--- src/rtl/logic_gate_sweep_ctrl.sv ---
// Sweep controller for the 2-input gate unit: drives all four A/B vectors,
// waits for the outputs to settle, then checks the six gate results.
module logic_gate_sweep_ctrl #(
  parameter int unsigned SETTLE_CYCLES = 1,
  parameter int unsigned REPEAT        = 1
) (
  input  logic       clk,
  input  logic       rst,
  input  logic       start,
  input  logic [5:0] y_in,
  output logic       a_out,
  output logic       b_out,
  output logic [1:0] vec_idx,
  output logic       busy,
  output logic       done,
  output logic       pass,
  output logic [5:0] err_mask,
  output logic [7:0] err_count
);

  localparam int unsigned CNT_W = 8;
  localparam int unsigned GATES = 6;
  localparam logic [CNT_W-1:0] SETTLE_LOAD = CNT_W'(SETTLE_CYCLES - 1);
  localparam logic [CNT_W-1:0] LAST_SWEEP  = CNT_W'(REPEAT - 1);

  typedef enum logic [2:0] {
    S_IDLE,
    S_DRIVE,
    S_SETTLE,
    S_SAMPLE,
    S_DONE
  } state_t;

  state_t             state, state_d;
  logic [CNT_W-1:0]   settle_cnt, settle_d;
  logic [CNT_W-1:0]   sweep_cnt, sweep_d;
  logic               a_d, b_d, busy_d, done_d, pass_d;
  logic [1:0]         vec_d;
  logic [GATES-1:0]   mask_d;
  logic [7:0]         count_d;
  logic [GATES-1:0]   exp_c, mism_c;

  // Expected gate outputs for the operands currently applied, and the per-gate mismatch
  always_comb begin
    exp_c  = {a_out & b_out, ~(a_out & b_out), ~(a_out | b_out),
              a_out | b_out, ~(a_out ^ b_out), a_out ^ b_out};
    mism_c = y_in ^ exp_c;
  end

  // Next-state and next-output logic
  always_comb begin
    state_d  = state;
    settle_d = settle_cnt;
    sweep_d  = sweep_cnt;
    a_d      = a_out;
    b_d      = b_out;
    vec_d    = vec_idx;
    busy_d   = busy;
    done_d   = 1'b0;
    pass_d   = pass;
    mask_d   = err_mask;
    count_d  = err_count;
    case (state)
      S_IDLE: begin
        a_d    = 1'b0;
        b_d    = 1'b0;
        busy_d = 1'b0;
        if (start) begin
          mask_d  = '0;
          count_d = '0;
          pass_d  = 1'b0;
          vec_d   = '0;
          sweep_d = '0;
          busy_d  = 1'b1;
          state_d = S_DRIVE;
        end
      end
      S_DRIVE: begin
        a_d      = vec_idx[1];
        b_d      = vec_idx[0];
        settle_d = SETTLE_LOAD;
        state_d  = S_SETTLE;
      end
      S_SETTLE: begin
        if (settle_cnt == '0) state_d = S_SAMPLE;
        else                  settle_d = settle_cnt - CNT_W'(1);
      end
      S_SAMPLE: begin
        mask_d = err_mask | mism_c;
        if ((|mism_c) && (err_count != 8'hFF)) count_d = err_count + 8'd1;
        if ((vec_idx == 2'd3) && (sweep_cnt == LAST_SWEEP)) begin
          // Last sample: pass must include this sample's result
          state_d = S_DONE;
          done_d  = 1'b1;
          busy_d  = 1'b0;
          pass_d  = (mask_d == '0);
          a_d     = 1'b0;
          b_d     = 1'b0;
        end else begin
          vec_d = vec_idx + 2'd1;
          if (vec_idx == 2'd3) sweep_d = sweep_cnt + CNT_W'(1);
          state_d = S_DRIVE;
        end
      end
      S_DONE: begin
        state_d = S_IDLE;
      end
      default: begin
        state_d = S_IDLE;
      end
    endcase
  end

  // State and output registers with synchronous reset
  always_ff @(posedge clk) begin
    if (rst) begin
      state      <= S_IDLE;
      settle_cnt <= '0;
      sweep_cnt  <= '0;
      a_out      <= 1'b0;
      b_out      <= 1'b0;
      vec_idx    <= '0;
      busy       <= 1'b0;
      done       <= 1'b0;
      pass       <= 1'b0;
      err_mask   <= '0;
      err_count  <= '0;
    end else begin
      state      <= state_d;
      settle_cnt <= settle_d;
      sweep_cnt  <= sweep_d;
      a_out      <= a_d;
      b_out      <= b_d;
      vec_idx    <= vec_d;
      busy       <= busy_d;
      done       <= done_d;
      pass       <= pass_d;
      err_mask   <= mask_d;
      err_count  <= count_d;
    end
  end

endmodule
--- config.mk ---
export PLATFORM = sky130hd
export DESIGN_NAME = logic_gate_sweep_ctrl
export DESIGN_NICKNAME = d
export VERILOG_FILES = /design/src/rtl/logic_gate_sweep_ctrl.sv
export SDC_FILE = /design/constraint.sdc
export NUM_CORES = 1
export LEC_CHECK = 0
export ABC_CLOCK_PERIOD_IN_PS = 3200
export CAP_MARGIN = 10
export CORE_MARGIN = 2
export CORE_UTILIZATION = 56
export CTS_BUF_LIST = sky130_fd_sc_hd__clkbuf_4 sky130_fd_sc_hd__clkbuf_8
export CTS_CLUSTER_DIAMETER = 100
export CTS_CLUSTER_SIZE = 20
export DETAILED_ROUTE_END_ITERATION = 16
export PLACE_DENSITY = 0.79
export SLEW_MARGIN = 10
export SYNTH_ARGS = -nofsm -noshare
export SYNTH_HDL_FRONTEND = slang
export SYNTH_SLANG_ARGS = --single-unit
--- constraint.sdc ---
create_clock -name clk -period 3.2 [get_ports clk]
set_input_delay 0.32 -clock clk [delete_from_list [all_inputs] [get_ports clk]]
set_output_delay 0.32 -clock clk [all_outputs]
set_load 0.01 [all_outputs]
==> run_results.csv <==
group,metric,value,unit
die,die_area,4080,um2
clocking,ctsHtreeMaxLevel,2,
timing,slew_headroom,0.644,
die,die_h,63.9,um
place,globalplace.congestion,0.828,
clocking,cts_tree,"built",
job,max_cap_violations,0,
cells_and_area,syn2layout_area_growth,20.3,%
place,place_ws,884,ps
drt,drt_wl_total,4100,um
logic_synthesis,synthSimpleGateAreaFrac,0.261,
logic_synthesis,synth.distinct_cells,43,
die,rows,21,
power,pwr-share-seq,0.469,
worst_setup_path,r2r_end,"err_count[3]",
cells_and_area,nets,285,
clocking,clkSlewWorstSetupHoldPaths,120,ps
timing,rsz0062_at_grt,"false",
power,pwr-share-comb,0.324,
logic_synthesis,synth_compound_area_frac,0.154,
drt,first_pass_iters,4,
grt,grt_pass1_wl,7210,um
logic_synthesis,synth_ff_type,"dfxtp_1",
logic_synthesis,syn_nets,253,
place,port_buffers,29,
power,power_density,532,nW/um2
logic_synthesis,synth_top_family_by_area,"simple AND/OR/NAND/NOR gates",
logic_synthesis,synthCells,236,
worst_setup_path,cp.arrival,2500,ps
run_status,status,"complete, no violations",
clocking,cts_root_buf,"clkbuf_4",
grt,grtUsageMet2,0.368,
grt,grt_start_max_net_pins,18,
logic_synthesis,yosysSeqAreaShare,0.399,
logic_synthesis,synth_xor_area_frac,0.0829,
timing,period_needed,2250,ps
power,swShare,0.340,
place,post-place-cells,307,
worst_setup_path,startpoint_type,"flip-flop",
grt,antenna_found_initial,0,
worst_setup_path,cp_max_fo,7,
grt,grt_use_met3,0.0423,
worst_setup_path,ff2ff_setup_slack,950,ps
timing,setup_tns,0,ps
power,vdd_drop_max,0.434,mV
die,start_util,0.592,
worst_setup_path,endpoint,"err_count[3]",
clocking,cts-resized-gates,0,
timing,worst_slack,947,ps
cells_and_area,regArea,801,um2
logic_synthesis,yosysWarnings,0,
worst_setup_path,worstPathRequired,3450,ps
power,p_int,0.848,mW
worst_setup_path,reg2regPathDepth,8,
logic_synthesis,synthAdderAreaFrac,0.0499,
drt,ant_nets,0,
drt,drt_iter0_markers,98,
worst_setup_path,reg2reg_from,"a_out",
clocking,clock_sinks,40,
cells_and_area,fin_util,0.712,
power,p_sw,0.436,mW
drt,avgViaCountPerCell,5.63,
worst_setup_path,crit_type,"reg2reg",
grt,grt_pass1_vias,1662,
clocking,postCtsHoldBufs,0,
cells_and_area,drive_gt1_frac,0.0632,
grt,grtUsageTotal,0.218,
clocking,insertion_delay,340,ps
clocking,clockBufferDepth,2,
worst_setup_path,crit_start,"a_out",
hold_path,hp-class,"reg2reg",
cells_and_area,multiInputGateArea,1140,um2
grt,grt_busiest_layer,"met2",
timing,post-route-period-util,0.704,
place,post-dp-hpwl,2990,um
drt,drc,0,
cells_and_area,fin_cells,315,
drt,vias,1773,
place,dpl-instance-area,2350,um2
power,p_leak,0.863,nW
grt,grt_overflow_total,0,
worst_setup_path,endpoint_kind,"flip-flop",
die,dieWidth,63.9,um
power,power.share.clock,0.208,
timing,tightest_slew,526,ps
cells_and_area,antenna_cells,0,
timing,report.final.slew_viol_count,0,
die,core,3390,um2
logic_synthesis,muxShareOfSynthArea,0.0206,
clocking,cts_made_buffers,5,
cells_and_area,fillCellCount,272,
logic_synthesis,synth_edf_count,0,
timing,finalHoldViolCount,0,
logic_synthesis,synth_area,2010,um2
logic_synthesis,ys_async_sr_fraction,0,
timing,finClkSkew,2.36,ps
clocking,cts_setup_buffers,0,
timing,fmax,0.444,GHz
timing,setup_viol,0,
logic_synthesis,syn_avg_cell_area,8.50,um2
die,io-pin-count,30,
logic_synthesis,synth-seq-cells,40,
grt,grtUsageMet1,0.280,
cells_and_area,final_area,2410,um2
drt,wl_per_cell,13.0,um
-- cell usage in the layout (no fill, tap or decap), drive strengths merged, types with 4 or more instances in the layout --
cell type and count:
a211oi 4, a21oi 19, buf 4, clkbuf 6
clkdlybuf4s50 29, dfxtp 40, ha 8, inv 9
nand2 14, nand3 8, nand3b 6, nand4 5
nor2 37, nor3 9, o21ai 6, xnor2 10
xor2 9
-- power groups by stage --
stage / combinational, mW / sequential (mW) / clock (mW)
final: 0.416 / 0.602 / 0.267
after global routing: 0.468 / 0.613 / 0.295
after CTS: 0.418 / 0.603 / 0.275
after detailed placement: 0.415 / 0.614 / 0
after global placement: 0.406 / 0.612 / 0
after floorplan: 0.347 / 0.586 / 0
-- synth_stat cells (all sizes together) (6+ instances only) --
library cell | instances | share of area
nand2 | 14 | 0.026
nand3 | 8 | 0.020
nor2 | 37 | 0.069
clkbuf | 6 | 0.011
a21oi | 19 | 0.047
xnor2 | 10 | 0.044
ha | 8 | 0.050
o21ai | 6 | 0.017
dfxtp | 40 | 0.40
nand3b | 6 | 0.022
xor2 | 9 | 0.039
nor3 | 9 | 0.022
inv | 9 | 0.017
-- critical path, stage by stage, from the launching register on --
cell,delay (ps)
dfxtp_1,420
inv_1,60
ha_1,350
or3b_1,390
a222oi_1,290
buf_4,220
nor2_1,80
nor4b_1,170
a31o_1,180
-- state kept, by name (all words and copies together), names as in the netlist --
| signal | cells |
|---|---|
| b_out | 1 |
| settle_cnt | 8 |
| a_out | 1 |
| pass | 1 |
| busy | 1 |
| state | 3 |
| done | 1 |
| err_count | 8 |
| sweep_cnt | 8 |
| vec_idx | 2 |
| err_mask | 6 |
-- layout make-up --
class	instances	area share
sequential	40	0.332
multi-input combinational	179	0.472
inverter	9	0.0140
clock inverter	2	0.00415
tap	46	0.0238
clock buffer	6	0.0213
timing repair buffer	33	0.133
-- worst min path at each step --
stage | startpoint | to | slack (ps) | depth (start not counted)
global placement | err_mask[5] | err_mask[5] | 480 | 2
global route | err_count[1] | err_count[1] | 550 | 2
floorplan | settle_cnt[1] | settle_cnt[1] | 470 | 2
detailed placement | err_mask[3] | err_mask[3] | 490 | 2
CTS | err_count[1] | err_count[1] | 510 | 2
finish | err_mask[1] | err_mask[1] | 510 | 2
-- through the flow --
stage,hold slack (ps),power (mW)
floorplan,475,0.933
global placement,479,1.02
detailed placement,486,1.03
CTS,515,1.30
global route,546,1.38
finish,513,1.28
-- logic make-up (layout without fill, tap and decap cells) --
kind of cell	Yosys count	after routing
simple gates	102	102
compound gates	46	46
flops	40	40
xor+xnor	19	19
buf+inv	17	50
fa+ha+maj	8	8
mux	4	4
-- layer usage --
layer,part of all wire,wire length (um)
met1,0.47,1940
met2,0.46,1880
met3,0.056,229
met4,0.013,52
met5,0,0
(Power assumes the default switching activity.)
